File: src/rtl/bcd_disp_pkg.sv
// Shared types and segment patterns for the BCD display driver.
// Segment order is {g,f,e,d,c,b,a}, active-low.
package bcd_disp_pkg;

  typedef enum logic {
    IDLE,
    SCAN
  } state_t;

  localparam logic [6:0] SEG_0     = 7'b1000000;
  localparam logic [6:0] SEG_1     = 7'b1111001;
  localparam logic [6:0] SEG_2     = 7'b0100100;
  localparam logic [6:0] SEG_3     = 7'b0110000;
  localparam logic [6:0] SEG_4     = 7'b0011001;
  localparam logic [6:0] SEG_5     = 7'b0010010;
  localparam logic [6:0] SEG_6     = 7'b0000010;
  localparam logic [6:0] SEG_7     = 7'b1111000;
  localparam logic [6:0] SEG_8     = 7'b0000000;
  localparam logic [6:0] SEG_9     = 7'b0010000;
  localparam logic [6:0] SEG_ERR   = 7'b0000110;
  localparam logic [6:0] SEG_BLANK = 7'b1111111;

  function automatic logic nib_invalid(input logic [3:0] n);
    return n > 4'd9;
  endfunction

endpackage

File: src/rtl/bcd_seg_decoder.sv
// Combinational nibble to 7-segment decode with blanking.
// Ports: nibble, blank in; seg (active-low), invalid (A-F) out.
module bcd_seg_decoder
  import bcd_disp_pkg::*;
(
  input  logic [3:0] nibble,
  input  logic       blank,
  output logic [6:0] seg,
  output logic       invalid
);

  always_comb begin
    invalid = nib_invalid(nibble);
    seg     = SEG_ERR;
    if (blank) begin
      seg = SEG_BLANK;
    end else begin
      case (nibble)
        4'd0:    seg = SEG_0;
        4'd1:    seg = SEG_1;
        4'd2:    seg = SEG_2;
        4'd3:    seg = SEG_3;
        4'd4:    seg = SEG_4;
        4'd5:    seg = SEG_5;
        4'd6:    seg = SEG_6;
        4'd7:    seg = SEG_7;
        4'd8:    seg = SEG_8;
        4'd9:    seg = SEG_9;
        default: seg = SEG_ERR;
      endcase
    end
  end

endmodule

File: src/rtl/bcd_display_driver.sv
// Multiplexed 4-digit 7-segment driver for a held BCD result.
// Ports: clk, reset, result_valid, result_bcd in; seg, an, digit_err out.
module bcd_display_driver
  import bcd_disp_pkg::*;
#(
  parameter int REFRESH_DIV = 50000,
  parameter bit BLANK_ZEROS = 1'b1
) (
  input  logic        clk,
  input  logic        reset,
  input  logic        result_valid,
  input  logic [15:0] result_bcd,
  output logic [6:0]  seg,
  output logic [3:0]  an,
  output logic        digit_err
);

  localparam int CW =
    (REFRESH_DIV > 2) ? $clog2(REFRESH_DIV) : 1;
  localparam logic [CW-1:0] CNT_MAX =
    CW'(REFRESH_DIV - 1);

  state_t        state;
  state_t        state_nx;
  logic [CW-1:0] cnt;
  logic [1:0]    idx;
  logic [15:0]   hold;
  logic          load;
  logic          wrap;
  logic [3:0]    zero_up;
  logic [3:0]    blank_d;
  logic [3:0]    inv;
  logic [6:0]    seg_d [4];

  assign wrap = (state == SCAN) && (cnt == CNT_MAX);

  always_ff @(posedge clk or posedge reset) begin
    if (reset) state <= IDLE;
    else       state <= state_nx;
  end

  always_comb begin
    state_nx = state;
    if (state == IDLE && result_valid)
      state_nx = SCAN;
  end

  // load marks the first cycle of a refresh slot, so
  // a capture mid-slot only shows up at the next slot.
  always_ff @(posedge clk or posedge reset) begin
    if (reset) begin
      cnt  <= '0;
      idx  <= 2'd0;
      load <= 1'b0;
    end else if (state == IDLE) begin
      cnt  <= '0;
      idx  <= 2'd0;
      load <= result_valid;
    end else begin
      cnt  <= wrap ? '0 : cnt + 1'b1;
      load <= wrap;
      if (wrap) idx <= idx + 2'd1;
    end
  end

  always_ff @(posedge clk or posedge reset) begin
    if (reset)             hold <= 16'h0000;
    else if (result_valid) hold <= result_bcd;
  end

  // zero_up[i]: digit i and everything above it are 0.
  always_comb begin
    zero_up[3] = hold[15:12] == 4'd0;
    zero_up[2] = zero_up[3] && hold[11:8] == 4'd0;
    zero_up[1] = zero_up[2] && hold[7:4] == 4'd0;
    zero_up[0] = 1'b0;
    blank_d    = BLANK_ZEROS ? zero_up : 4'b0000;
  end

  for (genvar g = 0; g < 4; g++) begin : g_dec
    bcd_seg_decoder u_dec (
      .nibble  (hold[4*g +: 4]),
      .blank   (blank_d[g]),
      .seg     (seg_d[g]),
      .invalid (inv[g])
    );
  end

  assign digit_err = |inv;

  always_ff @(posedge clk or posedge reset) begin
    if (reset) begin
      an  <= 4'b1111;
      seg <= SEG_BLANK;
    end else if (state == IDLE) begin
      an  <= 4'b1111;
      seg <= SEG_BLANK;
    end else if (load) begin
      an  <= ~(4'b0001 << idx);
      seg <= seg_d[idx];
    end
  end

endmodule

File: config.mk
export PLATFORM = sky130hd
export DESIGN_NAME = bcd_display_driver
export DESIGN_NICKNAME = d
export VERILOG_FILES = /design/src/rtl/bcd_disp_pkg.sv /design/src/rtl/bcd_seg_decoder.sv /design/src/rtl/bcd_display_driver.sv
export SDC_FILE = /design/constraint.sdc
export NUM_CORES = 1
export LEC_CHECK = 0
export ABC_AREA = 0
export BUFFER_PORTS_ARGS = -buffer_cell sky130_fd_sc_hd__buf_2
export CAP_MARGIN = 10
export CORE_MARGIN = 1.5
export CORE_UTILIZATION = 52
export DETAILED_ROUTE_END_ITERATION = 8
export PLACE_DENSITY = 0.83
export SLEW_MARGIN = 20
export SYNTH_ARGS = -nofsm -noshare
export SYNTH_HDL_FRONTEND = slang
export SYNTH_SLANG_ARGS = --single-unit
export TNS_END_PERCENT = 50
File: constraint.sdc
create_clock -name clk -period 3.7 [get_ports clk]
set_input_delay 0.37 -clock clk [delete_from_list [all_inputs] [get_ports clk]]
set_output_delay 0.37 -clock clk [all_outputs]
set_load 0.01 [all_outputs]
; ---- After elaboration in Yosys (flattened, before gate mapping)
; Memory sizes are Yosys's and may differ from the RTL's.
; Index checks and enable logic that the tools add are counted.
[totals]
out_inout_bits = 12
n_memories = 4
romBits = 448
input_bits = 19
reg_bits = 47
word_cells = 48
[mem_list]
columns = memory, depth, word_bits, read_ports, rd_clocked_by_memory_dff, write_ports, line_no
row1 = (name not given), 16, 7, 1, 0, 0, bcd_seg_decoder.sv:18  ; case (nibble)
row2 = (name not given), 16, 7, 1, 0, 0, bcd_seg_decoder.sv:18
row3 = (name not given), 16, 7, 1, 0, 0, bcd_seg_decoder.sv:18
row4 = (name not given), 16, 7, 1, 0, 0, bcd_seg_decoder.sv:18
[classes]
magnitude_cmp = 5
n_shift = 1
bitwise = 3
n_eq_ne = 3
addsub = 2
n_reduce_logical = 8
muxes = 15
[ops]
columns = cell, count
row1 = $mux 7, 7
row2 = $mux 16, 2
row3 = $add 16x1->16 const B, 1
row4 = $eq 16x16->1 const B, 1
row5 = $gt 4x4->1 const B, 4
row6 = $bmux 7 s2, 1
row7 = $logic_not 4->1, 3
row8 = $mux 4, 2
row9 = $logic_and 1x1->1, 4
row10 = $mux 2, 2
row11 = $ne 2x1->1 const B, 2
row12 = $not 4->4, 1
row13 = $reduce_or 4->1, 1
row14 = $shl 1x2->4 const A, 1
row15 = $ge 3x3->1 const B, 1
row16 = $not 2->3, 1
row17 = $add 2x1->2 const B, 1
row18 = $mux 1, 1
row19 = $not 1->1, 1

; ---- Longest topological paths before layout
[logic_depth]
ltp_word = 9
ltp_mapped = 7
mapped_depth_nobuf = 6

; ---- Hierarchy
; Synthesis repeated with hierarchy kept, for this count alone.
[hier_totals]
hier_cells = 324
area_unflattened_um2 = 3345.7
[modules_own_cells]
columns = mod, area_each_um2, seq_area_each_um2, cells_each, instances
row1 = bcd_display_driver, 2359.8, 1189.9, 188, 1
row2 = bcd_seg_decoder, 246.5, 0.0, 34, 4

; ---- Least setup slack after synthesis
; No wires, ideal clock.
[synth_timing]
path_type = reg2reg
startpoint = reg cnt[5]
endpoint = reg idx[0]
synth_period_minus_slack_ps = 1925
path_slack_ps = 1775
t_required_ps = 3581
path_stages_with_launch = 6
arrival_ps = 1806
setup_time_ps = 119
n_path_buf = 1
path_cell_list = dfrtp_1 -> or4b_1 -> or4_1 -> buf_2 -> xnor2_1 -> and2_1
[synth_via]
elab_chain_len = 3
[synth_lines]
columns = item, line_no
row1 = "start, declared", bcd_display_driver.sv:25  ; logic [CW-1:0] cnt;
row2 = "start signal, assigned", bcd_display_driver.sv:60  ; cnt <= wrap ? '0 : cnt + 1'b1;
row3 = $eq 16x16->1, bcd_display_driver.sv:35  ; assign wrap = (state == SCAN) && (cnt == CNT_MAX);
row4 = $logic_and 1x1->1, bcd_display_driver.sv:35
row5 = $ne 2x1->1 (no source line), n/a
row6 = "end signal, assigned", bcd_display_driver.sv:62  ; if (wrap) idx <= idx + 2'd1;
row7 = "end, declared", bcd_display_driver.sv:26  ; logic [1:0] idx;
; No other way between the ends.
; A chain may end at the register's enable or synchronous reset.

; ---- Worst setup path after layout
[layout_timing]
startpoint = reg hold[5]
endpoint = reg seg[4]
[layout_via]
elab_chain_len = 8
elab_cells_between_ends = 9
classes_between = mux (6) / reduce/logical (2) / memory (1)
[layout_lines]
columns = item, line_no
row1 = "start, declared", bcd_display_driver.sv:27  ; logic [15:0] hold;
row2 = "start signal, assigned", bcd_display_driver.sv:68  ; else if (result_valid) hold <= result_bcd;
row3 = "parallel branches: the longest is 2 deep, another holds $mem_v2 16x7", n/a
row4 = $mux 7 (*), bcd_seg_decoder.sv:15  ; if (blank) begin
row5 = $bmux 7 s2 (*), bcd_display_driver.sv:100  ; seg <= seg_d[idx];
row6 = $mux 7 (implied by the code) (*) (2 in series), bcd_display_driver.sv:100
row7 = $mux 7 (*), bcd_display_driver.sv:98  ; end else if (load) begin
row8 = $mux 7 (*), bcd_display_driver.sv:95  ; end else if (state == IDLE) begin
row9 = "end signal, assigned", bcd_display_driver.sv:100
row10 = "end, declared", bcd_display_driver.sv:13  ; output logic [6:0] seg,
; Every way passes the cells marked *. The select of a mux whose other input is x is not followed.

==> impl_metrics.py <==
metrics = {
    "status": {
        "status": "completed",
    },
    "cts": {
        "cts_inserted_buffers": 5,
        "clkSinkCount": 47,
        "clk_latency_ps": 300,
        "cts_tree": "yes",
        "cts_buffer_depth": 2,
        "path_clk_slew_ps": 90,
        "post-cts-setup-buffer-count": 0,
        "holdBufCountCts": 0,
        "htree_levels": 2,
        "cts_resized": 0,
        "root_buffer": "clkbuf_8",
    },
    "sta": {
        "max_slew_margin": 0.357,
        "finClkSkew_ps": 5.75,
        "timing.final.hold_violations": 0,
        "min_period_ps": 2130,
        "setup-violations-final": 0,
        "fin_crit_sh": 0.575,
        "finalMaxSlewViolations": 0,
        "rsz0062_at_grt": "no",
        "max_freq_ghz": 0.470,
        "setup_tns_ps": 0,
        "tightestPinTransition_ps": 964,
    },
    "yosys": {
        "ys.flop_type": "dfrtp_1",
        "synth_xor_area_frac": 0.0344,
        "synth_top_area_cell": "dfrtp_1",
        "syn_avg_cell_area_um2": 9.30,
        "syn_nets": 376,
        "synth_seq_cells": 47,
        "synth_edf_count": 0,
        "ys_async_sr_fraction": 1.00,
        "synth_area_um2": 3060,
        "synth_top_family_by_area": "simple AND/OR/NAND/NOR gates",
        "synth_warnings": 0,
        "synthAdderAreaFrac": 0.115,
        "syn-instance-count": 329,
        "synthTopCellsByArea": "dfrtp_1 (29%), ha_1 (11%), dfstp_2 (9.4%)",
        "yosys.area.top_type_share": 0.294,
        "synth_compound_area_frac": 0.163,
        "synth-simple-area-share": 0.208,
        "yosysSeqAreaShare": 0.389,
        "muxShareOfSynthArea": 0.0413,
        "netlist-cell-type-count": 54,
    },
    "placement": {
        "hpwlAfterDp_mm": 4.62,
        "dpl-instance-area_um2": 3230,
        "gp_congestion": 0.936,
        "placed_cells": 415,
        "port_buffers": 30,
    },
    "setup_path": {
        "crit_chain": "inv_1 > ha_1 > or4b_2 > nor2_1 > o211ai_1 > a211oi_1",
        "cp_top_family": "simple AND/OR/NAND/NOR gates",
        "critical_path_required_ps": 3910,
        "worstSetupStartpointType": "flop",
        "cp.arrival_ps": 2340,
        "cp_slowest_cell": "or4b_2",
        "crit_fanout": 6,
        "worst-r2r-setup-slack_ps": 1570,
        "cpPeakStageDelay_ps": 630,
        "critPathBufInv": 1,
        "cp-end-kind": "flop",
        "crit_type": "reg -> reg",
    },
    "floorplan": {
        "die_w_um": 79.7,
        "rows": 27,
        "core_um2": 5610,
        "die_h_um": 79.7,
        "ios": 31,
        "initial_core_util": 0.546,
        "die_area_um2": 6350,
    },
    "drt": {
        "first_iter_violations": 107,
        "drc_errors": 0,
        "num_vias": 2450,
        "wl_per_cell_um": 15.1,
        "detail-route-antenna-nets": 0,
        "vias_per_cell": 5.79,
        "wl_mm": 6.39,
        "first_pass_iters": 4,
    },
    "global_routing": {
        "grt_max_degree": 48,
        "grt.overflow.total": 0,
        "grt_pass1_vias": 2354,
        "antenna_found_initial": 0,
        "grt_pass1_wl_mm": 10.9,
        "grt_util_all_layers": 0.222,
    },
    "layout": {
        "finalNetCount": 397,
        "drive_above_1_share": 0.179,
        "syn_to_final_growth_pct": 9.04,
        "diodes": 0,
        "fin_area_um2": 3340,
        "finalNonFillerCells": 423,
    },
    "pwr": {
        "power_leakage_nw": 1.44,
        "peakVddDrop_mv": 0.284,
        "power.density_cell_area_nw_per_um2": 404,
    },
    "worst_hold_path": {
        "worstHoldPathType": "in -> reg",
    },
    "job": {
        "drv_cap": 0,
    },
}
## worst reg2reg max path, cell delays in order, from the launching register on
cell and delay [ps]:
dfrtp_1 430, inv_1 200, ha_1 230, or4b_2 630
nor2_1 180, o211ai_1 120, a211oi_1 260
## placed cells by master (no fill, tap or decap), types with 5 or more instances in the layout
cell type  count
nand2b_1      10
buf_2         30
nor2_1        30
ha_1          28
nand4_1        5
mux2_2         5
o21ai_0       25
a21oi_1        8
o311ai_0       6
dfrtp_1       36
nand3_1        6
nand2_1       30
clkbuf_8       5
xor2_1         6
inv_1         20
mux2i_1        7
xnor2_1        6
dfstp_2       11
nor3_1         8
## kinds of logic (layout without fill, tap and decap cells)
| logic type | count (synthesis) | in the layout |
|---|---|---|
| xor+xnor | 12 | 12 |
| fa+ha+maj | 28 | 28 |
| compound gates | 72 | 72 |
| mux | 12 | 12 |
| simple gates | 121 | 121 |
| flops | 47 | 47 |
| buf+inv | 37 | 59 |
## sequential cells by signal, indices dropped and copies added, names as in the netlist
register	count
load	1
an	4
cnt	16
hold	16
idx	2
seg	7
state	1
## cells in the mapped netlist, drive strengths merged (5+ instances only)
master	count
nand4	5
xnor2	6
mux2i	7
mux2	5
nand2	31
nand3	6
dfrtp	36
clkbuf	13
ha	28
a21oi	8
nand2b	10
xor2	6
dfstp	11
o311ai	6
o21ai	25
nor2	30
nor3	8
inv	21
## through the flow
stage	hold WS, ps	total power, mW	worst slack (ps)	util
finish	274	1.35	1570	0.595
global route	277	1.44	1460	0.595
CTS	267	1.36	1600	0.595
detailed placement	494	0.975	1610	0.575
global placement	494	0.960	1670	0.575
floorplan	462	0.887	1770	-
## path summary, 6_finish.rpt
check	startpoint	cells past startpoint	end
setup / recovery	hold[5]$_DFFE_PP0P_	6	seg[4]$_DFFE_PP1P_
hold / removal	result_bcd[0]	3	hold[0]$_DFFE_PP0P_
setup reg to reg	hold[5]$_DFFE_PP0P_	6	seg[4]$_DFFE_PP1P_
hold reg to reg	seg[1]$_DFFE_PP1P_	2	seg[1]$_DFFE_PP1P_
max in group asynchronous	reset	2	cnt[1]$_DFF_PP0_
min in group asynchronous	reset	2	hold[1]$_DFFE_PP0P_
## per-layer routing
layer	GRT usage	vias to the layer above	wire length, µm
met4	0.0702	0	129
met3	0.0514	12	301
met2	0.388	84	3160
li1	-	1205	-
met5	0	-	0
met1	0.270	1149	2800
## report_power, final
group          total, mW  switching (mW)  internal [mW]
sequential         0.684          0.0917          0.593
combinational      0.286           0.155          0.131
clock              0.378           0.176          0.202
## final cells by class
type	count	area [µm²]
fillers	490	2270
multi-input cells	245	1720
flip-flops and latches	47	1190
repair buffers	30	150
well taps	72	90.1
inverters	21	78.8
clock buffers	6	72.6
clock inverters	2	37.5
(Power assumes the default switching activity.)
